===== src/rtl/usb_hid_pkg.sv =====
// rtl/usb_hid_pkg.sv - shared constants and FSM encoding for the HID keyboard report source
package usb_hid_pkg;

    localparam int REPORT_BYTES = 8;

    // Modifier byte bit positions
    localparam int MOD_LCTRL  = 0;
    localparam int MOD_LSHIFT = 1;
    localparam int MOD_LALT   = 2;
    localparam int MOD_LGUI   = 3;
    localparam int MOD_RCTRL  = 4;
    localparam int MOD_RSHIFT = 5;
    localparam int MOD_RALT   = 6;
    localparam int MOD_RGUI   = 7;

    // Common usage codes
    localparam logic [7:0] KEY_A     = 8'h04;
    localparam logic [7:0] KEY_ENTER = 8'h28;

    // Host LED output report bit positions
    localparam int LED_NUM     = 0;
    localparam int LED_CAPS    = 1;
    localparam int LED_SCROLL  = 2;
    localparam int LED_COMPOSE = 3;
    localparam int LED_KANA    = 4;
    localparam int LED_BITS    = 5;

    typedef enum logic [1:0] {
        ST_IDLE    = 2'd0,
        ST_PRESS   = 2'd1,
        ST_RELEASE = 2'd2
    } kbd_state_e;

endpackage


===== src/rtl/usb_hid_req_fifo.sv =====
// rtl/usb_hid_req_fifo.sv - request FIFO with registered writes, async reset, sync flush and level
module usb_hid_req_fifo #(
    parameter int WIDTH = 56,
    parameter int DEPTH = 8
) (
    input  logic                   clk,
    input  logic                   rstn,
    input  logic                   flush_i,
    input  logic                   push_i,
    input  logic [WIDTH-1:0]       push_data_i,
    input  logic                   pop_i,
    output logic [WIDTH-1:0]       head_o,
    output logic [$clog2(DEPTH):0] level_o,
    output logic                   full_o,
    output logic                   empty_o
);

    localparam int AW = $clog2(DEPTH);

    logic [WIDTH-1:0] mem_q [DEPTH];
    logic [AW-1:0]    wr_ptr_q;
    logic [AW-1:0]    rd_ptr_q;
    logic [AW:0]      level_q;
    logic [AW:0]      level_d;
    logic             push_ok;
    logic             pop_ok;

    assign full_o  = (level_q == (AW+1)'(DEPTH));
    assign empty_o = (level_q == '0);
    assign push_ok = push_i & ~full_o & ~flush_i;
    assign pop_ok  = pop_i & ~empty_o & ~flush_i;
    assign head_o  = mem_q[rd_ptr_q];
    assign level_o = level_q;

    // Occupancy next state: a simultaneous push and pop cancel out
    always_comb begin
        level_d = level_q;
        if (push_ok && !pop_ok) begin
            level_d = level_q + (AW+1)'(1);
        end else if (pop_ok && !push_ok) begin
            level_d = level_q - (AW+1)'(1);
        end
    end

    // Storage array; contents need no reset because level gates visibility
    always_ff @(posedge clk) begin
        if (push_ok) begin
            mem_q[wr_ptr_q] <= push_data_i;
        end
    end

    // Pointers and level; flush empties the FIFO in one cycle
    always_ff @(posedge clk or negedge rstn) begin
        if (!rstn) begin
            wr_ptr_q <= '0;
            rd_ptr_q <= '0;
            level_q  <= '0;
        end else if (flush_i) begin
            wr_ptr_q <= '0;
            rd_ptr_q <= '0;
            level_q  <= '0;
        end else begin
            level_q <= level_d;
            if (push_ok) begin
                wr_ptr_q <= wr_ptr_q + AW'(1);
            end
            if (pop_ok) begin
                rd_ptr_q <= rd_ptr_q + AW'(1);
            end
        end
    end

endmodule


===== src/rtl/usb_hid_kbd_report_gen.sv =====
// rtl/usb_hid_kbd_report_gen.sv - boot-protocol keyboard report source for EP81; USB_KBD_LED_EN adds EP01 LED capture
module usb_hid_kbd_report_gen
    import usb_hid_pkg::*;
#(
    parameter int NKEYS        = 6,
    parameter int FIFO_DEPTH   = 8,
    parameter int AUTO_RELEASE = 1
) (
    input  logic                        clk,
    input  logic                        rstn,
    input  logic                        usb_online,
    input  logic                        req_valid,
    output logic                        req_ready,
    input  logic [7:0]                  req_modifier,
    input  logic [8*NKEYS-1:0]          req_keys,
    output logic [$clog2(FIFO_DEPTH):0] fifo_level,
    output logic [7:0]                  ep81_data,
    output logic                        ep81_valid,
    input  logic                        ep81_ready,
    output logic [15:0]                 reports_sent,
    input  logic [7:0]                  ep01_data,
    input  logic                        ep01_valid,
    output logic [4:0]                  led_state
);

    localparam int          ENTRY_W   = 8 + 8 * NKEYS;
    localparam logic [2:0]  LAST_BYTE = 3'(REPORT_BYTES - 1);

    kbd_state_e       state_q;
    logic [2:0]       cnt_q;
    logic             valid_q;
    logic [7:0]       data_q;
    logic [15:0]      sent_q;
    logic [7:0]       rpt_q    [REPORT_BYTES];
    logic [7:0]       head_rpt [REPORT_BYTES];

    logic [ENTRY_W-1:0] head_entry;
    logic               fifo_full;
    logic               fifo_empty;
    logic               fifo_pop;
    logic               byte_done;

    // Requests are refused in reset, while offline, and when the FIFO is full
    assign req_ready = rstn & usb_online & ~fifo_full;
    assign fifo_pop  = (state_q == ST_IDLE) & ~fifo_empty & usb_online;
    assign byte_done = valid_q & ep81_ready;

    usb_hid_req_fifo #(
        .WIDTH (ENTRY_W),
        .DEPTH (FIFO_DEPTH)
    ) u_req_fifo (
        .clk         (clk),
        .rstn        (rstn),
        .flush_i     (~usb_online),
        .push_i      (req_valid & req_ready),
        .push_data_i ({req_keys, req_modifier}),
        .pop_i       (fifo_pop),
        .head_o      (head_entry),
        .level_o     (fifo_level),
        .full_o      (fifo_full),
        .empty_o     (fifo_empty)
    );

    // Lay the FIFO head out as a boot report: modifier, reserved, keys, zero padding
    always_comb begin
        head_rpt    = '{default: 8'h00};
        head_rpt[0] = head_entry[7:0];
        for (int i = 0; i < NKEYS; i++) begin
            head_rpt[2+i] = head_entry[8+8*i +: 8];
        end
    end

    // Report FSM with registered stream outputs and report counter
    always_ff @(posedge clk or negedge rstn) begin
        if (!rstn) begin
            state_q <= ST_IDLE;
            cnt_q   <= '0;
            valid_q <= 1'b0;
            data_q  <= '0;
            sent_q  <= '0;
            rpt_q   <= '{default: 8'h00};
        end else if (!usb_online) begin
            state_q <= ST_IDLE;
            cnt_q   <= '0;
            valid_q <= 1'b0;
            data_q  <= '0;
            sent_q  <= '0;
        end else begin
            if (byte_done && cnt_q == LAST_BYTE) begin
                sent_q <= sent_q + 16'd1;
            end
            case (state_q)
                ST_IDLE: begin
                    if (!fifo_empty) begin
                        rpt_q   <= head_rpt;
                        data_q  <= head_rpt[0];
                        valid_q <= 1'b1;
                        cnt_q   <= '0;
                        state_q <= ST_PRESS;
                    end
                end
                ST_PRESS: begin
                    if (ep81_ready) begin
                        if (cnt_q == LAST_BYTE) begin
                            cnt_q  <= '0;
                            data_q <= 8'h00;
                            if (AUTO_RELEASE != 0) begin
                                state_q <= ST_RELEASE;
                            end else begin
                                state_q <= ST_IDLE;
                                valid_q <= 1'b0;
                            end
                        end else begin
                            cnt_q  <= cnt_q + 3'd1;
                            data_q <= rpt_q[cnt_q + 3'd1];
                        end
                    end
                end
                ST_RELEASE: begin
                    if (ep81_ready) begin
                        if (cnt_q == LAST_BYTE) begin
                            cnt_q   <= '0;
                            valid_q <= 1'b0;
                            state_q <= ST_IDLE;
                        end else begin
                            cnt_q <= cnt_q + 3'd1;
                        end
                    end
                end
                default: begin
                    state_q <= ST_IDLE;
                    valid_q <= 1'b0;
                    data_q  <= '0;
                    cnt_q   <= '0;
                end
            endcase
        end
    end

    assign ep81_valid   = valid_q;
    assign ep81_data    = data_q;
    assign reports_sent = sent_q;

`ifdef USB_KBD_LED_EN
    logic [LED_BITS-1:0] led_q;
    logic [2:0]          unused_ep01_hi;

    assign unused_ep01_hi = ep01_data[7:5];

    // Latch host LED output reports; the most recent strobe wins
    always_ff @(posedge clk or negedge rstn) begin
        if (!rstn) begin
            led_q <= '0;
        end else if (!usb_online) begin
            led_q <= '0;
        end else if (ep01_valid) begin
            led_q <= ep01_data[LED_BITS-1:0];
        end
    end

    assign led_state = led_q;
`else
    logic unused_ep01;

    assign unused_ep01 = ^{ep01_data, ep01_valid};
    assign led_state   = '0;
`endif

endmodule


===== config.mk =====
export PLATFORM = sky130hd
export DESIGN_NAME = usb_hid_kbd_report_gen
export DESIGN_NICKNAME = d
export VERILOG_FILES = /design/src/rtl/usb_hid_pkg.sv /design/src/rtl/usb_hid_req_fifo.sv /design/src/rtl/usb_hid_kbd_report_gen.sv
export SDC_FILE = /design/constraint.sdc
export NUM_CORES = 1
export LEC_CHECK = 0
export CAP_MARGIN = 30
export CORE_ASPECT_RATIO = 1.25
export CORE_MARGIN = 5
export CORE_UTILIZATION = 45
export DETAILED_ROUTE_END_ITERATION = 10
export DONT_BUFFER_PORTS = 1
export PLACE_DENSITY = 0.65
export SLEW_MARGIN = 10
export SYNTH_ARGS = -nofsm -noshare
export SYNTH_HDL_FRONTEND = slang
export SYNTH_SLANG_ARGS = --single-unit
export TNS_END_PERCENT = 1

===== constraint.sdc =====
create_clock -name clk -period 10 [get_ports clk]
set_input_delay 2 -clock clk [delete_from_list [all_inputs] [get_ports clk]]
set_output_delay 2 -clock clk [all_outputs]
set_load 0.1 [all_outputs]

==> reports/metrics.csv <==
metric,value,unit
status,finished clean,
switching_share,27.63,%
synthCells,1114,
cts_tree,yes,
clk_pin_slew,0.06,ns
crit_path_max_incr_delay,0.21,ns
slew_headroom,30.84,%
pwr-share-comb,20.0,%
path_cells,nand2_1 > a21oi_2 > buf_16,
grt_pass1_vias,10890,
die_area,0.05183,mm^2
avgViaCountPerCell,5.552,
worst-path-buf-inv,1,
fin_crit_sh,44.90,%
core,0.04699,mm^2
fin_cells,1831,
finalPower,6.144,mW
cts_inserted_buffers,53,
yosys-top-cells-area,"edfxtp_1, mux4_2, dfrtp_1",
crit_path_end_kind,primary output,
htreeDepth,2,
synth_area,0.02131,mm^2
ys_top_cells_by_count,"edfxtp_1, mux4_2, nand2_1, dfrtp_1, mux2i_1",
peakVddDrop,141.1,uV
fin_crit,4.490,ns
worstSetupPathType,in -> out,
hold_viol,0,
overflow,0,
syn_to_final_growth,14.26,%
clkPwrFrac,33.6,%
dp_hpwl,24800,um
clock_sinks,544,
synth_ff_type,edfxtp_1,
path_max_fanout,98,
cts_root_buffer,clkbuf_16,
slew_viol_final,0,
multi_input_area,0.005174,mm^2
synth.avg_cell_area,19.13,um^2
antenna_found_initial,0,
ys_ff_latch,544,
internal_power,4.446,mW
start_util,45.34,%
clk-insertion-delay-late,0.59,ns
fin_ws,5.510,ns
max_freq,222.7,MHz
first_pass_iters,5,
netlist.area_leader.share,63.14,%
worstPathRequired,8.00,ns
rsz0062_at_grt,no,
yosys_warnings,0,
die_width,204.6,um
switching_power,1.698,mW
tns,0,ns
wl,43770,um
power.density,252.4,mW/mm^2
yosysSeqAreaShare,74.41,%
grt_pass1_wl,67250,um
drt-wirelength-per-cell,23.90,um
die_h,253.3,um
fin_hold_ws,0.4756,ns
drive_gt1_share,22.61,%
core.rowCount,89,
worst_slew_pin_slew,1.037,ns
critPathTopFamily,buffers and inverters,
place_congestion,0.7386,
ant_nets,0,
cp-start-kind,input pin,
drt-initial-drc-count,848,
post-route-util,51.81,%
skew,0.01854,ns
track_usage,17.11,%
grt_max_degree,108,
ios,105,
nets,1232,
synth.most_common_cell,edfxtp_1,
finalSetupViolCount,0,
via_count,10170,
synth.distinct_cells,47,
cp.arrival,2.49,ns
async_flop_share,17.65,%
post-cts-setup-buffer-count,0,
p_leak,7.982,nW
port_buffers,0,
fin_area,0.02435,mm^2
diodes,0,
cp_slowest_cell,buf_16,
max_cap_viol_count,0,
placed_cell_area,0.02235,mm^2
synth-edff-count,448,
seqCellArea,0.01587,mm^2
clk_path_buf_depth,3,
pwr-share-seq,46.4,%
min_path_type,reg -> reg,
fill_cells,3737,
route.detailed.drc,0,
synth_top_area_cell,edfxtp_1,
hold_buffers,0,
place.detailed.instances,1723,
place_ws,4.790,ns
cts_resized,0,
==> layout make-up <==
class	instances	share of cell area [%]
Tap cell	637	3.274
Timing Repair Buffer	41	2.595
Clock buffer	76	6.388
Clock inverter	23	1.151
Multi-Input combinational cell	499	21.25
Sequential cell	544	65.17
Inverter	11	0.1696
==> path summary, 6_finish.rpt <==
path                                            start  slack, ns                endpoint  cells past startpoint
max in group asynchronous                        rstn       8.73                rpt_q[2]                      0
min in group asynchronous                        rstn       1.11  u_req_fifo.rd_ptr_q[0]                      0
worst min-delay path                        rpt_q[56]       0.48               rpt_q[56]                      2
worst max-delay path                             rstn       5.51               req_ready                      3
worst min register to register              rpt_q[56]       0.48               rpt_q[56]                      2
worst max register to register  u_req_fifo.level_o[1]       6.92  u_req_fifo.mem_q[1][6]                      6
==> cell families after synthesis <==
kind of cell | synth area share (%)
compound gates | 3.124
xor+xnor | 0.7810
fa+ha+maj | 0.7399
buf+inv | 1.668
flops | 74.41
mux | 15.78
other cells | 0.01760
simple gates | 3.471
==> per-layer routing <==
metal	wire, um	share of wire [%]	up-vias	global-route usage, %
met5	0	0	-	0
met4	844	1.9	0	4.538
met3	2321	5.3	66	3.625
met2	22880	52	219	29.51
met1	17730	40	5376	22.29
li1	-	-	4504	-
==> registers in the layout, indices dropped and copies added (netlist names), 3 cells and up <==
register and count:
cnt_q 3, ep81_data 8, reports_sent 16, rpt_q 56, u_req_fifo.level_o 4, u_req_fifo.mem_q 448, u_req_fifo.rd_ptr_q 3, u_req_fifo.wr_ptr_q 3
==> worst register-to-register path, stage by stage (launching register included) <==
cell     delay [ns]
dfrtp_1        0.43
buf_6          0.15
nor3_1         0.09
a21oi_1        0.61
nand2_1        0.35
nor3_2         0.28
buf_4          0.74
==> power groups by stage <==
stage | clock network, mW | logic (mW) | registers (mW)
4_1_cts | 2.11 | 1.23 | 2.86
2_1_floorplan | 0 | 0.940 | 2.83
5_1_grt | 2.21 | 1.35 | 2.88
3_5_place_dp | 0 | 1.23 | 2.90
3_3_place_gp | 0 | 1.10 | 2.94
6_report | 2.06 | 1.23 | 2.85
==> cell usage in the layout (no fill, tap or decap), types with 6 or more instances in the layout <==
| master | instances |
|---|---|
| edfxtp_1 | 448 |
| mux4_2 | 120 |
| nand2_1 | 100 |
| dfrtp_1 | 93 |
| mux2i_1 | 57 |
| clkbuf_16 | 55 |
| o21ai_0 | 50 |
| a21oi_1 | 24 |
| nor2_1 | 21 |
| buf_4 | 17 |
| buf_16 | 15 |
| xor2_1 | 13 |
| clkbuf_1 | 13 |
| a211oi_1 | 11 |
| ha_1 | 11 |
| clkinv_2 | 11 |
| inv_1 | 10 |
| clkbuf_8 | 10 |
| nand3_1 | 9 |
| mux2_2 | 8 |
| nor2b_1 | 8 |
| a221o_1 | 8 |
| o21ai_1 | 6 |
| xnor2_1 | 6 |
| bufinv_16 | 6 |
No activity file was read; power rests on OpenSTA's default activity.
